**src/rtl/simplez_loader.sv**
```systemverilog
// simplez_loader: UART boot loader for the Simplez processor.
// Receives a framed program (SYNC 0xA5, 9-bit word count, N x {W_HI, W_LO}),
// writes each 12-bit word into program RAM and releases cpu_rstn after a
// complete, well-formed frame.
// Optional feature: define LOADER_CHECKSUM_EN to require a trailing XOR
// checksum byte (CHK) before the processor is released.
module simplez_loader #(
    parameter int AW      = 9,
    parameter int DW      = 12,
    parameter int TIMEOUT = 1200000
) (
    input  logic          clk,
    input  logic          rstn_ini,
    input  logic [7:0]    rx_data,
    input  logic          rx_valid,
    output logic          rx_ready,
    output logic [AW-1:0] mem_addr,
    output logic [DW-1:0] mem_data,
    output logic          mem_we,
    output logic          cpu_rstn,
    output logic          busy,
    output logic          err
);

    localparam logic [7:0] SYNC = 8'hA5;
    localparam int         TW   = $clog2(TIMEOUT + 1);

    typedef enum logic [2:0] {
        S_IDLE,
        S_CNT_LO,
        S_CNT_HI,
        S_W_HI,
        S_W_LO,
        S_WRITE,
`ifdef LOADER_CHECKSUM_EN
        S_CHK,
`endif
        S_DONE
    } state_t;

    state_t        state;
    state_t        next_state;
    logic          accept;
    logic          start;
    logic          set_err;
    logic          timed_out;
    logic [8:0]    left;
    logic [3:0]    hi;
    logic [TW-1:0] timer;
`ifdef LOADER_CHECKSUM_EN
    logic [7:0]    acc;
`endif

    assign rx_ready = (state != S_WRITE);
    assign busy     = (state != S_IDLE) && (state != S_DONE);
    assign accept   = rx_valid && rx_ready;

    // State register
    always_ff @(posedge clk or negedge rstn_ini) begin
        if (!rstn_ini) begin
            state <= S_IDLE;
        end else begin
            state <= next_state;
        end
    end

    // Next-state decode, frame error and frame start detection
    always_comb begin
        next_state = state;
        start      = 1'b0;
        set_err    = 1'b0;
        timed_out  = busy && !accept && (timer == TW'(TIMEOUT - 1));
        if (timed_out) begin
            next_state = S_IDLE;
            set_err    = 1'b1;
        end else begin
            case (state)
                S_IDLE, S_DONE: begin
                    if (accept && rx_data == SYNC) begin
                        next_state = S_CNT_LO;
                        start      = 1'b1;
                    end
                end
                S_CNT_LO: begin
                    if (accept) next_state = S_CNT_HI;
                end
                S_CNT_HI: begin
                    if (accept) begin
                        if (rx_data[7:1] != 7'd0) begin
                            next_state = S_IDLE;
                            set_err    = 1'b1;
                        end else begin
                            next_state = S_W_HI;
                        end
                    end
                end
                S_W_HI: begin
                    if (accept) begin
                        if (rx_data[7:4] != 4'd0) begin
                            next_state = S_IDLE;
                            set_err    = 1'b1;
                        end else begin
                            next_state = S_W_LO;
                        end
                    end
                end
                S_W_LO: begin
                    if (accept) next_state = S_WRITE;
                end
                S_WRITE: begin
                    if (left != 9'd0) begin
                        next_state = S_W_HI;
                    end else begin
`ifdef LOADER_CHECKSUM_EN
                        next_state = S_CHK;
`else
                        next_state = S_DONE;
`endif
                    end
                end
`ifdef LOADER_CHECKSUM_EN
                S_CHK: begin
                    if (accept) begin
                        if (rx_data == acc) begin
                            next_state = S_DONE;
                        end else begin
                            next_state = S_IDLE;
                            set_err    = 1'b1;
                        end
                    end
                end
`endif
                default: next_state = S_IDLE;
            endcase
        end
    end

    // Frame datapath: word counter, address, write strobe, status flags, timer
    always_ff @(posedge clk or negedge rstn_ini) begin
        if (!rstn_ini) begin
            mem_we   <= 1'b0;
            mem_addr <= '0;
            mem_data <= '0;
            cpu_rstn <= 1'b0;
            err      <= 1'b0;
            timer    <= '0;
            left     <= '0;
            hi       <= '0;
        end else begin
            mem_we   <= 1'b0;
            // cpu_rstn is a registered copy of "DONE next cycle", so it rises
            // together with the DONE state and falls on the next SYNC.
            cpu_rstn <= (next_state == S_DONE);

            if (set_err) begin
                err <= 1'b1;
            end else if (start) begin
                err <= 1'b0;
            end

            if (!busy || accept) begin
                timer <= '0;
            end else begin
                timer <= timer + 1'b1;
            end

            if (start) begin
                mem_addr <= '0;
            end

            case (state)
                S_CNT_LO: if (accept) left[7:0] <= rx_data;
                S_CNT_HI: if (accept) left[8]   <= rx_data[0];
                S_W_HI:   if (accept) hi        <= rx_data[3:0];
                S_W_LO: begin
                    if (accept) begin
                        mem_data <= DW'({hi, rx_data});
                        mem_we   <= 1'b1;
                    end
                end
                S_WRITE: begin
                    // Address only advances when another word follows, so the
                    // last write of a 512-word frame never wraps back to 0.
                    if (left != 9'd0) begin
                        left     <= left - 1'b1;
                        mem_addr <= mem_addr + 1'b1;
                    end
                end
                default: ;
            endcase
        end
    end

`ifdef LOADER_CHECKSUM_EN
    // Running XOR of every frame byte after SYNC and before CHK
    always_ff @(posedge clk or negedge rstn_ini) begin
        if (!rstn_ini) begin
            acc <= '0;
        end else if (start) begin
            acc <= '0;
        end else if (accept && (state == S_CNT_LO || state == S_CNT_HI ||
                                state == S_W_HI   || state == S_W_LO)) begin
            acc <= acc ^ rx_data;
        end
    end
`endif

endmodule

```
**config.mk**
```make
export PLATFORM = sky130hd
export DESIGN_NAME = simplez_loader
export DESIGN_NICKNAME = d
export VERILOG_FILES = /design/src/rtl/simplez_loader.sv
export SDC_FILE = /design/constraint.sdc
export NUM_CORES = 1
export LEC_CHECK = 0
export CAP_MARGIN = 20
export CELL_PAD_IN_SITES_DETAIL_PLACEMENT = 1
export CELL_PAD_IN_SITES_GLOBAL_PLACEMENT = 1
export CORE_MARGIN = 5
export CORE_UTILIZATION = 42
export CTS_CLUSTER_SIZE = 30
export DETAILED_ROUTE_END_ITERATION = 8
export GPL_TIMING_DRIVEN = 1
export PLACE_DENSITY = 0.74
export SLEW_MARGIN = 25
export SYNTH_ARGS = -nofsm -noshare
export SYNTH_HDL_FRONTEND = slang
export SYNTH_SLANG_ARGS = --single-unit
```
**constraint.sdc**
```tcl
create_clock -name clk -period 2.13 [get_ports clk]
set_input_delay 0.426 -clock clk [delete_from_list [all_inputs] [get_ports clk]]
set_output_delay 0.426 -clock clk [all_outputs]
set_load 0.1 [all_outputs]
```
======== Word level (Yosys, flattened, before mapping) ========
Cells that the tools add are included.
word-level totals
  register bits ........................... 61
  logic and storage cells ................. 80
cells by class
  $add $sub $neg .......................... 3
  equality and inequality tests ........... 14
  mux-type cells .......................... 32
  reductions and logical operators ........ 21
operators with widths
  kind                     count
  $mux W9                  4
  $mux W3                  8
  $add A21 B1 Y21 const B  1
  $eq A21 B21 Y1 const B   1
  $mux W21                 1
  $pmux W3 S6              1
  $pmux W8 S2              1
  $mux W1                  13
  $eq A3 B3 Y1 const B     4
  $add A9 B1 Y9 const B    1
  $reduce_bool A9 Y1       1
  $sub A9 B1 Y9 const B    1
  $eq A8 B8 Y1 const B     1
  $mux W8                  1
  $reduce_bool A7 Y1       1
  $eq A3 B2 Y1 const B     2
  $ne A2 B2 Y1 const B     3
  $ne A3 B3 Y1 const B     2
  $reduce_and A3 Y1        2
  $reduce_bool A2 Y1       3
  $logic_and A1 B1 Y1      5
  $pmux W1 S2              2
  $reduce_and A2 Y1        2
  $reduce_bool A4 Y1       1
  7 further kinds          8

======== Logic depth before layout (Yosys ltp) ========
Gate-level depths: netlist of run 1.
  depth after elaboration ................. 9
  mapped depth ............................ 7
  depth with buffers taken out ............ 7

======== Least setup slack after synthesis of run 1 ========
OpenSTA, ideal clock, no wires.
  kind .................................... register to register
  start point ............................. register mem_addr[0]
  end point ............................... register mem_addr[8]
  library setup time ...................... 0.168 ns
  arrival time ............................ 1.926 ns
  required time ........................... 1.962 ns
  slack ................................... 0.036 ns
  cell stages (with the launch flop) ...... 6
  buffers on the path ..................... 0
  cell sequence ........................... dfrtp_1 -> ha_1 -> nand4_1 -> nor3_1 -> nand3_1 -> mux2i_1
between the ends
  word-level cells in the longest chain between the ends .. 3
ends and longest elaborated chain
  what                    line  RTL
  from (decl)             17    output logic [AW-1:0] mem_addr,
  from (signal assigned)  186   mem_addr <= mem_addr + 1'b1;
  $add A9 B1 Y9           186
  $mux W9                 184   if (left != 9'd0) begin
  $mux W9                 171   case (state)
No other way between the ends.
A chain may end at the register's enable or synchronous reset.

======== Worst setup path in the final report of run 1 ========
  start point ............................. register state[0]
  end point ............................... output port busy
between the ends
  word-level cells in the longest chain between the ends .. 2
  elaborated cells between the ends (all ways) .. 3
  classes of those cells .................. 1 x eq/ne; 2 x reduce/logical
ends and longest elaborated chain
  what                                                line  RTL
  from (decl)                                         41    state_t state;
  from (signal assigned)                              63    state <= next_state;
  $ne A3 B3 Y1 or $reduce_bool A3 Y1 (tied branches)  55    assign busy = (state != S_IDLE) && (state != S_DONE);
  $logic_and A1 B1 Y1 *                               55
  to (decl)                                           21    output logic busy,
Every way passes the cells marked *; elsewhere a longest branch is shown, timed or not.

==> reports/qor.yml, run 1 <==
sta:
  max_freq_mhz: 488
  min_period_ns: 2.05
  slew_headroom_pct: 65.6
  setup_viol_count_final: 0
  worstMarginPinSlew_ns: 0.513
  hold_violations: 0
  hold_slack_ns: 0.0972
  setup-tns-final_ns: 0
  period_share_pct: 96.3
  rsz0062_at_grt: "no"
  slew_viol_final: 0
  finalClockSkew_ns: 0.00927
outcome:
  status: "finished, final reports clean"
worst_hold_path:
  hp-class: "in2async"
final_layout:
  syn_to_final_growth_pct: 27.8
  diodes: 0
  layout_commonest_cell: "dfrtp_1"
  post_route_cells_drive_above_1_share_pct: 27.3
  fin_nets: 383
  layout_common_cells: "dfrtp_1, buf_4, nor2_1"
clock_tree:
  htree_levels: 3
  cts_tree: "built"
  cts_buffers: 9
  cts.clk_slew.worst_paths_ns: 0.07
  clock_tree.buffer_depth: 2
  insertion_delay_ns: 0.34
  root_buffer: "clkbuf_8"
  cts.sinks: 61
synth:
  synth_seq_cells: 61
  synth.cell_area_mm2: 0.00310
  synthCells: 304
  avgSynthCellArea_um2: 10.2
  yosysWarnings: 0
  synth_cell_types: 51
  seq_area_frac_synth_pct: 49.3
  async_flop_share_pct: 100
  synth-main-ff-cell: "dfrtp_1"
  syn_nets: 319
  synth-edff-count: 0
setup_path:
  critical_path.max_stage_delay_ns: 0.47
  crit_path_max_fanout: 9
  cp-end-kind: "output port"
  critical_path_class: "reg2out"
  cp_slowest_cell: "dfrtp_2"
  endpoint: "busy"
  regToRegEndpoint: "left[1]$_DFFE_PN0P_"
  path_common_cell: "buf_4"
  worstReg2RegStart: "left[0]$_DFFE_PN0P_"
  startpoint_type: "flip-flop"
  path_cells: "buf_4 > nor3_1 > buf_4 > inv_1 > buf_12"
  crit_required_ns: 1.70
  rrSetupSlack_ns: 0.17
  reg2reg_depth: 6
  crit_arrival_ns: 1.62
  crit_start: "state[0]$_DFF_PN0_"
drt:
  drt_pass1_iterations: 4
  routed_wl_um: 7990
  via_per_inst: 5.43
  vias: 2565
  drt-initial-drc-count: 108
  drc: 0
  wl_per_cell_um: 16.9
  ant_nets: 0
pwr:
  leakagePower_nw: 1.73
  combinationalPowerShare_pct: 52.3
  swShare_pct: 50.2
  switching_power_w: 0.00326
  power_density_mw_per_mm2: 1640
  p_seq_share_pct: 29.1
  power.internal_w: 0.00323
  clock_power_share_pct: 18.5
  irDropWorstVdd_mv: 1.25
floorplan:
  die_h_um: 95.9
  num_io_pins: 37
  dieArea_mm2: 0.00919
  start_util_pct: 42.9
  num_rows: 31
  die_w_um: 95.9
  core_mm2: 0.00721
global_routing:
  grt_usage_pct: 19.1
  antenna_found_initial: 0
  grt_pass1_wl_um: 13400
  grt_max_degree: 62
  grt_pass1_vias: 2660
  grt.overflow.total: 0
placed_design:
  portBuffers: 36
  gp_congestion: 0.838
  dp_hpwl_um: 5700
flow_run:
  cap_violations: 0
## sequential cells by signal, indices dropped and copies added, names as in the netlist
| register | cells |
|---|---|
| hi | 4 |
| state | 3 |
| mem_data | 12 |
| left | 9 |
| cpu_rstn | 1 |
| mem_we | 1 |
| timer | 21 |
| mem_addr | 9 |
| err | 1 |
## metal layers
metal | routed length, um | global-route usage [%]
met1 | 3610 | 25.0
met4 | 112 | 7.23
met2 | 3990 | 31.7
met5 | 0 | 0
met3 | 281 | 3.28
## kinds of logic after synthesis
kind of cell	count (synthesis)	synth area share [%]
simple gates	130	22.7
flops	61	49.3
compound gates	50	10.4
mux	22	7.92
xor+xnor	19	5.38
buf+inv	18	2.63
fa+ha+maj	4	1.62
## timing repair
action                                  4_1_cts  5_1_grt
endpoints found under the setup margin        1        2
buffers inserted                              0        3
pin swaps                                     0        0
resized for setup                             1        3
hold buffers                                  0        0
## layout make-up
class	instances	area, um^2
well taps	99	124
clock buffers	11	151
clock inverters	5	82.6
fillers	832	3260
multi-input cells	225	1490
inverters	7	30.0
repair buffers	64	551
flip-flops and latches	61	1530
## synthesized netlist by cell type, drive strengths merged, types with 4 or more instances
library cell,count,share of area [%]
clkbuf,5,0.61
xnor2,9,2.5
nor3,11,1.8
inv,7,0.85
nor4,4,0.81
and3,6,1.2
nor3b,5,1.2
nor2,34,4.6
a21oi,15,2.8
nor2b,5,1.0
ha,4,1.6
buf,6,1.2
mux2,17,6.3
o21ai,17,2.9
xor2,10,2.8
nand3,16,2.6
nand4,7,1.4
nand2,24,2.9
dfrtp,61,49
mux2i,5,1.6
## stage by stage
step | setup WS, ns | utilization, % | power [W] | cells | instance area [um^2]
global placement | -0.0589 | 51.2 | 0.00521 | 453 | 3690
global route | 0.0220 | 54.8 | 0.00681 | 472 | 3960
floorplan | 0.0360 | - | 0.00435 | 304 | 3100
detailed placement | -0.112 | 51.2 | 0.00529 | 453 | 3690
finish | 0.0796 | 54.8 | 0.00648 | 472 | 3960
CTS | 0.0210 | 54.4 | 0.00652 | 469 | 3930
## worst min path at each step
stage,start,end,cells after the start
detailed placement,rstn_ini,left[3]$_DFFE_PN0P_,2
global placement,rstn_ini,left[3]$_DFFE_PN0P_,2
finish,rstn_ini,left[3]$_DFFE_PN0P_,2
CTS,rstn_ini,left[0]$_DFFE_PN0P_,2
global route,rstn_ini,left[3]$_DFFE_PN0P_,2
floorplan,rstn_ini,cpu_rstn$_DFF_PN0_,0
## critical path: cells and delay by family, from the launching register on
family / cells / cell delay, ns
DFF: 1 / 0.47
buffers and inverters: 4 / 0.59
and+or+nand+nor: 1 / 0.22
## power groups by stage
stage / clock network (W) / registers, W / logic [W]
6_report: 0.00120 / 0.00189 / 0.00339
5_1_grt: 0.00129 / 0.00196 / 0.00356
4_1_cts: 0.00123 / 0.00189 / 0.00339
3_5_place_dp: 0 / 0.00191 / 0.00338
3_3_place_gp: 0 / 0.00188 / 0.00333
2_1_floorplan: 0 / 0.00325 / 0.00110
Note: power is estimated with default switching activity, not from simulation.
==> inputs of run 2 (changes only) <==
CORE_ASPECT_RATIO = 0.7   (was unset)
CTS_CLUSTER_DIAMETER = 150   (was unset)
PLACE_DENSITY = unset   (was 0.74)
PLACE_DENSITY_LB_ADDON = 0.1   (was unset)
==> run 2 against run 1 <==
Net effect:
- clock power is 12% lower
- combinational power is 1% lower
- sequential share of layout area is 0.70 points higher
==> reports/qor.yml, run 2 (synthesis results as in run 1) <==
sta:
  slew_viol_final: 0
  setup-tns-final_ns: 0
  finalClockSkew_ns: 0.00858
  worstMarginPinSlew_ns: 0.553
  slew_headroom_pct: 62.8
  rsz0062_at_grt: "no"
  max_freq_mhz: 486
  period_share_pct: 96.7
  min_period_ns: 2.06
  setup_viol_count_final: 0
  hold_violations: 0
final_layout:
  layout.cells.non_filler: 467
  largestRegisters: "timer x21, mem_data x12"
  syn_to_final_growth_pct: 25.4
  layout_commonest_cell: "dfrtp_1"
  regMostFlops: "timer"
  diodes: 0
  fillers: 827
  final_cell_area_mm2: 0.00388
  layout_common_cells: "dfrtp_1, buf_4, nor2_1"
  post_route_cells_drive_above_1_share_pct: 26.0
  largest_reg_flops: 21
  fin_nets: 379
placed_design:
  portBuffers: 36
  dp_hpwl_um: 5930
  dp.cells: 450
  gp_congestion: 0.774
  place_area_mm2: 0.00366
drt:
  drt_pass1_iterations: 4
  wl_per_cell_um: 17.5
  ant_nets: 0
  drc: 0
  vias: 2562
  routed_wl_um: 8170
  drt-initial-drc-count: 138
  via_per_inst: 5.49
floorplan:
  start_util_pct: 42.9
  num_rows: 26
  die_w_um: 113
  die_h_um: 81.8
  dieArea_mm2: 0.00921
  core_mm2: 0.00722
  num_io_pins: 37
global_routing:
  grt.overflow.total: 0
  grt_max_degree: 46
  antenna_found_initial: 0
  grt_pass1_vias: 2625
  grt_usage_pct: 19.5
  grt_pass1_wl_um: 13900
clock_tree:
  cts_tree: "built"
  cts_buffers: 9
  clock_tree.buffer_depth: 2
  insertion_delay_ns: 0.34
  cts.clk_slew.worst_paths_ns: 0.07
  htree_levels: 3
  root_buffer: "clkbuf_8"
  postCtsSetupBuffers: 0
  cts.sinks: 61
setup_path:
  crit_required_ns: 1.70
  startpoint_type: "flip-flop"
  cp-end-kind: "output port"
  crit_arrival_ns: 1.63
  critical_path_class: "reg2out"
  crit_path_max_fanout: 9
pwr:
  irDropWorstVdd_mv: 1.15
  leakagePower_nw: 1.69
  power_density_mw_per_mm2: 1620
flow_run:
  cap_violations: 0
worst_hold_path:
  hp-class: "reg2reg"
outcome:
  status: "finished, final reports clean"
run 2: final timing paths:
path,slack (ns),to,cells after the start,startpoint
worst max-delay path,0.07,rx_ready,3,state[1]$_DFF_PN0_
worst min-delay path,0.49,mem_addr[8]$_DFF_PN0_,1,mem_addr[8]$_DFF_PN0_
worst max register to register,0.17,left[1]$_DFFE_PN0P_,6,left[0]$_DFFE_PN0P_
worst min register to register,0.49,mem_addr[8]$_DFF_PN0_,1,mem_addr[8]$_DFF_PN0_
max in group asynchronous,0.99,timer[7]$_DFF_PN0_,3,rstn_ini
min in group asynchronous,0.56,mem_data[1]$_DFFE_PN0P_,2,rstn_ini
run 2: through the flow:
stage	setup slack (ns)	utilization, %	total power [W]	hold WS [ns]
after floorplan	0.0360	-	0.00435	0.130
after global placement	0.0394	50.7	0.00519	0.375
after detailed placement	0.0148	50.7	0.00524	0.379
after CTS	0.00326	53.7	0.00633	0.494
after global routing	0.000283	53.8	0.00660	0.524
final	0.0705	53.8	0.00627	0.492
run 2: cell type report:
| cell class | instances | area (um^2) | area share (%) |
|---|---|---|---|
| Tap cell | 98 | 123 | 3.16 |
| Clock inverter | 7 | 76.3 | 1.97 |
| Multi-Input combinational cell | 225 | 1500 | 38.5 |
| Inverter | 7 | 26.3 | 0.677 |
| Clock buffer | 9 | 124 | 3.19 |
| Sequential cell | 61 | 1530 | 39.3 |
| Timing Repair Buffer | 60 | 510 | 13.1 |
run 2: power by group:
group	switching, W	leakage [nW]	internal (W)
logic	0.00242	0.830	0.000933
clock network	0.000502	0.0954	0.000543
registers	0.000352	0.763	0.00153
total	0.00327	1.69	0.00300
run 2: per-layer routing:
layer / global-route usage, % / part of all wire [%]
met5: 0 / 0
met3: 5.23 / 5.2
met4: 6.12 / 1.3
met2: 30.0 / 43
met1: 27.1 / 50
run 2: critical path, cell delays in order (launching register included):
cell and delay (ns):
dfrtp_1 0.46, and3b_1 0.39, inv_1 0.22, buf_12 0.22
run 2: what timing repair did:
item,in CTS,in global routing
hold endpoints to repair,13,0
hold buffers,1,0
gates resized for setup,1,2
endpoints found under the setup margin,2,1
cloned,0,0
==> inputs of run 3 (changes only) <==
--- a/constraint.sdc
+++ b/constraint.sdc
@@ -3,2 +3,2 @@
 set_output_delay 0.426 -clock clk [all_outputs]
-set_load 0.1 [all_outputs]
+set_load 0.05 [all_outputs]
==> run 3 against run 2 <==
Net effect:
- combinational power is 21% lower
- power decreased by 11%
- worst setup slack worse by 0.016 ns
- die area did not move
- highest routed layer unchanged
- sequential power about the same
- core utilization up 1.6 points
- cell count up 1.5%
- critical endpoint unchanged
- critical path depth did not move
- fmax fell by 0.77%
- clock-buffer cell count stayed put
- global-route usage about the same
==> reports/qor.yml, run 3 (synthesis results as in run 1) <==
floorplan:
  die_h_um: 81.8
  dieArea_mm2: 0.00921
  start_util_pct: 42.9
  num_io_pins: 37
  die_w_um: 113
  core_mm2: 0.00722
  num_rows: 26
drt:
  wl_per_cell_um: 17.7
  drt-initial-drc-count: 92
  routed_wl_um: 8380
  vias: 2560
  ant_nets: 0
  drc: 0
  via_per_inst: 5.40
  drt_pass1_iterations: 5
pwr:
  irDropWorstVdd_mv: 0.856
  power_density_mw_per_mm2: 1400
  leakagePower_nw: 1.69
setup_path:
  critical_path.max_stage_delay_ns: 0.48
  cp-end-kind: "output port"
  critical_path_class: "reg2out"
  path_cells: "and3b_2 > clkinvlp_4 > buf_4"
  startpoint_type: "flip-flop"
  crit_path_max_fanout: 9
  crit_required_ns: 1.70
  cp_slowest_cell: "dfrtp_1"
  crit_arrival_ns: 1.65
global_routing:
  grt_pass1_vias: 2655
  grt_pass1_wl_um: 13800
  grt_max_degree: 28
  grt.overflow.total: 0
  antenna_found_initial: 0
  grt_usage_pct: 19.5
sta:
  slew_headroom_pct: 62.2
  period_share_pct: 97.4
  min_period_ns: 2.08
  max_freq_mhz: 482
  worstMarginPinSlew_ns: 0.560
  hold_violations: 0
  slew_viol_final: 0
  setup_viol_count_final: 0
  finalClockSkew_ns: 0.00547
  hold_slack_ns: 0.0500
final_layout:
  fin_nets: 386
  layout_commonest_cell: "dfrtp_1"
  post_route_cells_drive_above_1_share_pct: 21.8
  diodes: 0
  layout_common_cells: "dfrtp_1, nor2_1, clkdlybuf4s50_1"
  layout.cells.non_filler: 474
  syn_to_final_growth_pct: 29.1
  largest_reg_flops: 21
  final_cell_area_mm2: 0.00400
  regMostFlops: "timer"
  largestRegisters: "timer x21, mem_data x12"
  fin_util_pct: 55.3
clock_tree:
  cts.clk_slew.worst_paths_ns: 0.08
  root_buffer: "clkbuf_8"
  cts_buffers: 9
  cts.sinks: 61
  htree_levels: 3
  clock_tree.buffer_depth: 2
  holdBufCountCts: 0
  cts_tree: "built"
  insertion_delay_ns: 0.34
outcome:
  status: "finished, final reports clean"
placed_design:
  gp_congestion: 0.790
  dp_hpwl_um: 6100
  portBuffers: 36
  place_area_mm2: 0.00373
  dp.cells: 451
worst_hold_path:
  hp-class: "in2async"
flow_run:
  cap_violations: 0
==> run 3: cell count changes in the layout (fill, tap and decap cells not counted), sizes merged <==
cell	before	now
clkdlybuf4s50	9	33
clkinvlp	2	4
dlygate4sd3	1	0
clkinv	4	2
buf	50	34
==> run 3: worst max-delay path, delay by kind of cell, from the launching register on <==
| kind | cells | cell delay, ns |
|---|---|---|
| simple gates | 1 | 0.37 |
| buf+inv | 2 | 0.45 |
| flops | 1 | 0.48 |
==> run 3: per-layer routing <==
layer,global-route usage [%],share of wire [%],up-vias
li1,-,-,1219
met1,27.9,50,1283
met2,29.1,44,51
met3,5.82,4.7,7
met4,5.04,0.84,0
met5,0,0,-
==> run 3: path summary, 6_finish.rpt <==
| path | startpoint | endpoint | slack [ns] | cells after the start |
|---|---|---|---|---|
| max | state[1]$_DFF_PN0_ | rx_ready | 0.05 | 3 |
| min | rstn_ini | mem_data[6]$_DFFE_PN0P_ | 0.05 | 1 |
| max reg2reg | left[1]$_DFFE_PN0P_ | left[1]$_DFFE_PN0P_ | 0.16 | 6 |
| min reg2reg | mem_addr[8]$_DFF_PN0_ | mem_addr[8]$_DFF_PN0_ | 0.49 | 1 |
| max in group asynchronous | rstn_ini | timer[3]$_DFF_PN0_ | 1.47 | 2 |
| min in group clk | mem_addr[8]$_DFF_PN0_ | mem_addr[8]$_DFF_PN0_ | 0.49 | 1 |
==> run 3: cell type report <==
type                       count  area [um^2]
fill                         830         3230
clock inverter                 7         75.1
clock buffer                   9          124
sequential                    61         1530
tap                           98          123
multi-input combinational    225         1500
inverter                       7         30.0
timing repair buffer          67          621
==> run 3: stage by stage <==
stage / power, W / worst slack (ns) / setup TNS, ns
after CTS: 0.00557 / 0.0125 / 0
final: 0.00560 / 0.0546 / 0
after detailed placement: 0.00449 / 0.0369 / 0
after global placement: 0.00441 / 0.0480 / 0
after global routing: 0.00593 / -0.0118 / -0.0118
after floorplan: 0.00352 / 0.324 / 0
==> run 3: report_power, final <==
group / internal [W] / switching (W)
registers: 0.00153 / 0.000353
logic: 0.00106 / 0.00161
clock network: 0.000544 / 0.000511
total: 0.00312 / 0.00247
==> run 3: timing repair <==
item	in CTS	in global routing
cloned	0	0
setup buffers	0	7
hold endpoints to repair	0	0
resized for setup	2	3
setup endpoints to repair	2	2
